### config.mk
export PLATFORM = sky130hd
export DESIGN_NAME = prio_branch_pipe
export DESIGN_NICKNAME = d
export VERILOG_FILES = /design/src/rtl/prio_branch_pipe.sv
export SDC_FILE = /design/constraint.sdc
export NUM_CORES = 1
export LEC_CHECK = 0
export CAP_MARGIN = 20
export CORE_MARGIN = 2
export CORE_UTILIZATION = 50
export CTS_CLUSTER_DIAMETER = 40
export DETAILED_ROUTE_END_ITERATION = 8
export GPL_ROUTABILITY_DRIVEN = 0
export PLACE_DENSITY = 0.95
export SLEW_MARGIN = 20
export SYNTH_ARGS = -nofsm -noshare
export SYNTH_HDL_FRONTEND = slang
export SYNTH_SLANG_ARGS = --single-unit
### constraint.sdc
create_clock -name _clock -period 2.7 [get_ports _clock]
set_input_delay 0.54 -clock _clock [delete_from_list [all_inputs] [get_ports _clock]]
set_output_delay 0.54 -clock _clock [all_outputs]
set_load 0.1 [all_outputs]
### src/rtl/prio_branch_pipe.sv
// Two-stage elastic priority branch evaluator: stage 1 captures the branch inputs,
// stage 2 registers the lowest-index winning branch, or the default/held value.
module prio_branch_pipe #(
    parameter  int unsigned N  = 4,
    parameter  int unsigned W  = 2,
    parameter  int unsigned CW = 8,
    localparam int unsigned SW = $clog2(N + 1)
) (
    input  logic            _clock,
    input  logic            _reset,
    input  logic            in_valid,
    output logic            in_ready,
    input  logic [N-1:0]    cond,
    input  logic [N*W-1:0]  val,
    input  logic [W-1:0]    dflt,
    input  logic            hold_mode,
    output logic            out_valid,
    input  logic            out_ready,
    output logic [W-1:0]    out_data,
    output logic [SW-1:0]   out_sel,
    output logic            out_hit,
    output logic [CW-1:0]   dflt_count
);

    localparam logic [CW-1:0] CNT_MAX = {CW{1'b1}};

    logic           s1_valid;
    logic [N-1:0]   s1_cond;
    logic [N*W-1:0] s1_val;
    logic [W-1:0]   s1_dflt;
    logic           s1_hold;
    logic [W-1:0]   last_data;

    logic           s1_load_c;
    logic           s2_load_c;
    logic [W-1:0]   res_data_c;
    logic [SW-1:0]  res_sel_c;
    logic           res_hit_c;

    // Stage 2 drains when empty or when the consumer takes the current result.
    assign s2_load_c = s1_valid && (!out_valid || out_ready);
    assign in_ready  = !s1_valid || s2_load_c;
    assign s1_load_c = in_valid && in_ready;

    // Scan from the lowest priority upward so the lowest set index wins.
    always_comb begin
        res_data_c = s1_hold ? last_data : s1_dflt;
        res_sel_c  = SW'(N);
        res_hit_c  = 1'b0;
        for (int i = int'(N) - 1; i >= 0; i--) begin
            if (s1_cond[i]) begin
                res_data_c = s1_val[i*W +: W];
                res_sel_c  = SW'(i);
                res_hit_c  = 1'b1;
            end
        end
    end

    // Stage 1 payload carries no reset; it is qualified by s1_valid.
    always_ff @(posedge _clock) begin
        if (s1_load_c) begin
            s1_cond <= cond;
            s1_val  <= val;
            s1_dflt <= dflt;
            s1_hold <= hold_mode;
        end
    end

    always_ff @(posedge _clock) begin
        if (_reset) begin
            s1_valid   <= 1'b0;
            out_valid  <= 1'b0;
            out_data   <= '0;
            out_sel    <= '0;
            out_hit    <= 1'b0;
            last_data  <= '0;
            dflt_count <= '0;
        end else begin
            if (s1_load_c) begin
                s1_valid <= 1'b1;
            end else if (s2_load_c) begin
                s1_valid <= 1'b0;
            end

            if (s2_load_c) begin
                out_valid <= 1'b1;
                out_data  <= res_data_c;
                out_sel   <= res_sel_c;
                out_hit   <= res_hit_c;
                last_data <= res_data_c;
                if (!res_hit_c && dflt_count != CNT_MAX) begin
                    dflt_count <= dflt_count + CW'(1);
                end
            end else if (out_ready) begin
                out_valid <= 1'b0;
            end
        end
    end

endmodule
==> impl_metrics.yaml, run 1 <==
status:
  status: "complete, no violations"
sta:
  tightest_slew_ns: 0.6180
  report.final.slew_viol_count: 0
  max_slew_margin: 0.5867
  setup_viol_count_final: 0
  fin_tns_setup_ns: 0
  timing.final.crit_period_ns: 2.072
  worst_setup_skew_after_layout_ns: 0.008254
  hold_viol_final: 0
  rsz_0062_raised_after_global_routing: "false"
  min_period_over_period: 0.7673
  achievable_clock_frequency_ghz: 0.4827
clock_tree:
  post_cts_resized: 0
  numClockSinks: 31
  total_clock_buffers_created_by_cts: 5
  path_clk_slew_ns: 0.09
  h-tree-depth: 2
  clock_insertion_delay_worst_skew_ns: 0.33
  cts_tree: "built"
  post-cts-setup-buffer-count: 0
  post_cts_hold_buffers: 0
  cts_max_path_buffers: 2
  root_buffer: "clkbuf_4"
floorplanning:
  io_pins: 35
  std_cell_rows: 18
  design.die.area_sq_mm: 0.002951
  die_width_um: 54.33
  initial_utilization: 0.5206
  die_height_um: 54.33
  core_area_sq_mm: 0.002432
synth:
  post_synth_num_cell_types: 31
  post_synth_most_frequent_cells: "16 x dfxtp_1, 15 x edfxtp_1, 12 x a21oi_1"
  yosys_most_used_dff: "dfxtp_1"
  synth_seq_area_share: 0.6087
  syn_avg_cell_area_sq_um: 11.62
  synth_warnings: 0
  ys_top_cells_by_area: "edfxtp_1 36%, dfxtp_1 25%, a21oi_1 4.7%"
  synth_enable_flop_cells: 15
  synth_area_leader_cell: "edfxtp_1"
  synthDominantCellAreaShare: 0.3557
  syn-instance-count: 109
  number_of_flip_flops_and_latches_in_the_synthesized_netlist: 31
  post-synth-top-count-cell: "dfxtp_1"
  netlist_area_sq_mm: 0.001266
  async_flop_share: 0
  syn-num-nets: 129
finish:
  n_antenna_cell: 0
  nets: 167
  layout.filler_cells: 191
  final_layout_size_suffix_gt1_frac: 0.1892
  area_used_by_multi_input_combinational_logic_sq_um: 467.9
  register_area_sq_um: 772.0
  areaGrowthSynthToFinish_pct: 30.63
setup_path:
  arrival_ns: 1.53
  cp.buffers_inverters: 2
  crit_path_start_kind: "input pin"
  cp-end-kind: "output pin"
  critical_path_peak_fanout: 4
  crit_path_top_delay_cell: "clkdlybuf4s50_1"
  critical_path_required_ns: 2.16
  cp_cell_sequence: "clkdlybuf4s50_1, nor2b_1, nand2_1, buf_12"
  crit_family: "buffers and inverters"
  criticalPathCategory: "in -> out"
  slowest_delay_ns: 0.41
global_route:
  grt_antenna_before_repair: 0
  grt_pass1_wl_um: 3698
  grt_pass1_vias: 902
  globalRouteTotalUtil: 0.1851
  maximum_number_of_pins_on_one_net_before_global_route_repair: 19
  gr-total-overflow: 0
power_and_ir_drop:
  cellPowerDensity_mw_per_mm2: 531.1
  leakagePower_nw: 0.6053
  worst_ir_drop_vdd_mv: 0.4464
  fin_total_pwr_mw: 0.8785
drt:
  drt_drc_violations_left: 0
  wl_um: 2377
  first_pass_iters: 5
  detailedRoute.firstIterationViolations: 8
  dr_vias: 988
  via_per_inst: 5.551
  detail-route-antenna-nets: 0
  wire_per_inst_um: 13.35
min_path:
  worstHoldPathType: "reg -> reg"
placed_design:
  hpwlAfterDp_um: 1780
  place.port_buffers: 34
flow_run:
  drv.max_cap_violation_count: 0
-- cells in the final DEF (no fill, tap or decap) --
| cell type | netlist | final |
|---|---|---|
| clkbuf_4 | 0 | 5 |
| clkinv_1 | 0 | 2 |
| a2bb2oi_1 | 1 | 1 |
| nand2b_1 | 2 | 2 |
| mux2_2 | 3 | 3 |
| nand2_1 | 7 | 7 |
| or3_1 | 1 | 1 |
| o211ai_1 | 2 | 2 |
| o41ai_1 | 3 | 3 |
| buf_12 | 0 | 1 |
| ha_1 | 1 | 1 |
| and2_1 | 1 | 1 |
| or4_1 | 4 | 4 |
| nor3_1 | 1 | 1 |
| a211o_1 | 2 | 2 |
| nor4_4 | 1 | 1 |
| nand4_1 | 1 | 1 |
| a32o_1 | 1 | 1 |
| nor2b_1 | 4 | 4 |
| dfxtp_1 | 16 | 15 |
| buf_4 | 0 | 15 |
| nand3_1 | 4 | 4 |
| o21ai_0 | 4 | 4 |
| nor4_1 | 1 | 1 |
| nand3_2 | 1 | 1 |
| edfxtp_1 | 15 | 15 |
| o311ai_0 | 1 | 1 |
| dfxtp_2 | 0 | 1 |
| or3b_2 | 1 | 1 |
| nor2_1 | 7 | 7 |
| clkbuf_1 | 2 | 1 |
| mux2i_1 | 3 | 3 |
| clkdlybuf4s50_1 | 0 | 18 |
| o31ai_1 | 2 | 2 |
| inv_1 | 4 | 4 |
| a21oi_1 | 12 | 12 |
-- final timing paths --
kind                                  from            end  slack (ns)  cells past startpoint
worst max-delay path             out_ready       in_ready        0.63                      4
worst min-delay path            out_sel[1]     out_sel[1]        0.47                      2
worst min register to register  out_sel[1]     out_sel[1]        0.47                      2
worst max register to register  s1_cond[3]  dflt_count[5]        0.71                      4
-- flip-flops by register name, indices dropped and copies added, names as in the netlist --
signal / cells
dflt_count: 8
s1_val: 8
s1_cond: 4
out_sel: 3
last_data: 2
s1_dflt: 2
out_hit: 1
out_valid: 1
s1_hold: 1
s1_valid: 1
-- power breakdown --
group / internal [mW] / switching (mW) / leakage [nW] / total [mW]
clock: 0.0961 / 0.146 / 0.0273 / 0.242
sequential: 0.514 / 0.0138 / 0.277 / 0.528
combinational: 0.0443 / 0.0647 / 0.301 / 0.109
-- per-layer routing --
layer | global-route usage | vias up | part of all wire
met4 | 0.09583 | 0 | 0.021
met5 | 0 | - | 0
met2 | 0.3153 | 40 | 0.51
met3 | 0.08470 | 7 | 0.078
li1 | - | 491 | -
met1 | 0.1890 | 450 | 0.39
-- metrics by stage --
step / hold WS [ns] / setup slack (ns) / instances / utilization / cell area (sq um)
2_1_floorplan: 0.5227 / 0.2752 / 109 / - / 1267
3_3_place_gp: 0.4474 / 0.4343 / 170 / 0.6600 / 1605
3_5_place_dp: 0.4577 / 0.3597 / 170 / 0.6600 / 1605
4_1_cts: 0.4703 / 0.6347 / 178 / 0.6800 / 1654
5_1_grt: 0.4897 / 0.5770 / 178 / 0.6800 / 1654
6_report: 0.4658 / 0.6284 / 178 / 0.6800 / 1654
-- final cells by class --
| type | count | share of cell area |
|---|---|---|
| repair buffers | 34 | 0.1891 |
| flip-flops and latches | 31 | 0.4667 |
| inverters | 4 | 0.009077 |
| multi-input cells | 71 | 0.2829 |
| clock inverters | 2 | 0.004539 |
| clock buffers | 6 | 0.02496 |
| well taps | 30 | 0.02269 |
-- tightest hold or removal path: cells and delay by family (launching register included) --
family             cells  cell delay (ns)
AOI/OAI and AO/OA      1             0.05
DFF                    1             0.32
and+or+nand+nor        1             0.05
-- cells by family after synthesis --
logic type / after synthesis / share of synthesized area
AO/OA/AOI/OAI: 28 / 0.1433
multiplexers: 6 / 0.05039
adder cells (fa/ha/maj): 1 / 0.009880
flip-flops: 31 / 0.6087
buffers and inverters: 7 / 0.02173
AND/OR/NAND/NOR: 36 / 0.1660
Power figures use the tool's default switching activity.
==> inputs of run 2 (changes only) <==
--- a/config.mk
+++ b/config.mk
@@ -7,11 +7,11 @@
 export LEC_CHECK = 0
 export CAP_MARGIN = 20
 export CORE_MARGIN = 2
-export CORE_UTILIZATION = 50
+export CORE_UTILIZATION = 46
 export CTS_CLUSTER_DIAMETER = 40
 export DETAILED_ROUTE_END_ITERATION = 8
 export GPL_ROUTABILITY_DRIVEN = 0
-export PLACE_DENSITY = 0.95
+export PLACE_DENSITY = 0.89
 export SLEW_MARGIN = 20
 export SYNTH_ARGS = -nofsm -noshare
 export SYNTH_HDL_FRONTEND = slang
==> constraint.sdc (replaced) <==
create_clock -name _clock -period 2.1 [get_ports _clock]
set_input_delay 0.42 -clock _clock [delete_from_list [all_inputs] [get_ports _clock]]
set_output_delay 0.42 -clock _clock [all_outputs]
set_load 0.1 [all_outputs]
==> impl_metrics.yaml, run 2 (synthesized netlist as in run 1, its figures left out) <==
status:
  status: "complete, no violations"
clock_tree:
  root_buffer: "clkbuf_4"
  path_clk_slew_ns: 0.10
  cts_tree: "built"
  h-tree-depth: 2
  numClockSinks: 31
  total_clock_buffers_created_by_cts: 5
  post-cts-setup-buffer-count: 0
  cts_max_path_buffers: 2
  clock_insertion_delay_worst_skew_ns: 0.33
sta:
  hold_viol_final: 0
  worst_setup_skew_after_layout_ns: 0.008944
  achievable_clock_frequency_ghz: 0.5227
  setup_viol_count_final: 0
  rsz_0062_raised_after_global_routing: "false"
  fin_tns_setup_ns: 0
  min_period_over_period: 0.9110
  tightest_slew_ns: 0.6244
  timing.final.crit_period_ns: 1.913
  worst_slack_ns: 0.1870
  max_slew_margin: 0.5837
  report.final.slew_viol_count: 0
drt:
  detailedRoute.firstIterationViolations: 35
  top_signal_layer_used: "met4"
  drt_drc_violations_left: 0
  wire_per_inst_um: 13.62
  detail-route-antenna-nets: 0
  wl_um: 2519
  met1_length_um: 1025
  via_per_inst: 5.573
  wl_met3_um: 188
  dr_wl_met2_um: 1271
  dr_vias: 1031
  first_pass_iters: 4
global_route:
  grt_antenna_before_repair: 0
  grt_pass1_wl_um: 3974
  globalRouteTotalUtil: 0.1652
  gr-total-overflow: 0
  grt_pass1_vias: 935
  maximum_number_of_pins_on_one_net_before_global_route_repair: 16
floorplanning:
  std_cell_rows: 19
  core_area_sq_mm: 0.002686
  design.die.area_sq_mm: 0.003188
  initial_utilization: 0.4714
  io_pins: 35
  die_height_um: 56.47
  die_width_um: 56.47
finish:
  layout.cells.most_common_list: "21 x buf_4, 18 x clkdlybuf4s50_1, 15 x edfxtp_1"
  layout.filler_cells: 225
  nets: 173
  stdcell_area_sq_mm: 0.001719
  finish.cell_count_without_fillers: 185
  areaGrowthSynthToFinish_pct: 35.77
  n_antenna_cell: 0
  reg.largest.list: "dflt_count x8, s1_val x8, s1_cond x4"
  layout.cells.most_common: "buf_4"
  final_layout_size_suffix_gt1_frac: 0.2468
power_and_ir_drop:
  cellPowerDensity_mw_per_mm2: 668.4
  worst_ir_drop_vdd_mv: 0.5303
  leakagePower_nw: 0.6350
placed_design:
  place.port_buffers: 34
  hpwlAfterDp_um: 1921
  place_area_sq_mm: 0.001659
  dp_slack_ns: -0.03658
  placed_cells: 177
setup_path:
  critical_path_peak_fanout: 14
  crit_path_top_delay_cell: "edfxtp_1"
  crit_family: "simple AND/OR/NAND/NOR gates"
  crit_path_start_kind: "register"
  slowest_delay_ns: 0.49
  cp.buffers_inverters: 1
  critical_path_required_ns: 2.30
  arrival_ns: 2.11
  cp_cell_sequence: "nor4_4, nand3_4, buf_4, o311ai_0, o41ai_1"
  criticalPathCategory: "reg -> reg"
  cp-end-kind: "register"
min_path:
  worstHoldPathType: "reg -> reg"
flow_run:
  drv.max_cap_violation_count: 0
run 2: cell count changes in the layout (fill, tap and decap cells not counted), sizes merged:
cell      previous run  this run
buf                 16        22
clkbuf               6         5
clkinvlp             0         1
run 2: routing by layer:
| layer | GRT usage | vias up |
|---|---|---|
| met5 | 0 | - |
| met4 | 0.06463 | 0 |
| met3 | 0.07373 | 5 |
| met2 | 0.2724 | 41 |
| met1 | 0.1862 | 480 |
| li1 | - | 505 |
run 2: repair_timing:
action,CTS,global route
hold endpoints to repair,0,0
resized for setup,0,1
hold buffers,0,0
endpoints found under the setup margin,0,1
run 2: cell type report:
| type | instances | area (sq um) | share of cell area |
|---|---|---|---|
| inverter | 4 | 15.01 | 0.008734 |
| timing repair buffer | 40 | 357.8 | 0.2082 |
| multi-input combinational | 71 | 478.0 | 0.2780 |
| clock buffer | 5 | 37.54 | 0.02183 |
| clock inverter | 3 | 15.01 | 0.008734 |
| sequential | 31 | 777.0 | 0.4520 |
| tap | 31 | 38.79 | 0.02256 |
run 2: final timing paths:
kind         startpoint             to  slack (ns)  cells after the start
max          s1_cond[3]  dflt_count[2]        0.19                      5
min          out_sel[1]     out_sel[1]        0.47                      2
max reg2reg  s1_cond[3]  dflt_count[2]        0.19                      5
min reg2reg  out_sel[1]     out_sel[1]        0.47                      2
run 2: worst min-delay path: cells and delay by family (launching register included):
| family | cells | cell delay (ns) |
|---|---|---|
| flops | 1 | 0.33 |
| simple gates | 1 | 0.05 |
| compound gates | 1 | 0.05 |
run 2: stage by stage:
step / hold slack [ns] / total power [mW] / util
3_3_place_gp: 0.4481 / 0.8366 / 0.6176
2_1_floorplan: 0.5189 / 0.7772 / -
3_5_place_dp: 0.4567 / 0.8406 / 0.6176
4_1_cts: 0.4683 / 1.160 / 0.6372
5_1_grt: 0.4961 / 1.202 / 0.6400
6_report: 0.4667 / 1.149 / 0.6400
run 2: power by group:
| part | internal, mW | leakage, nW | total (mW) | switching (mW) |
|---|---|---|---|---|
| Clock | 0.122 | 0.0263 | 0.322 | 0.200 |
| Sequential | 0.660 | 0.278 | 0.676 | 0.0165 |
| Combinational | 0.0628 | 0.331 | 0.150 | 0.0876 |
| Total | 0.845 | 0.635 | 1.15 | 0.304 |
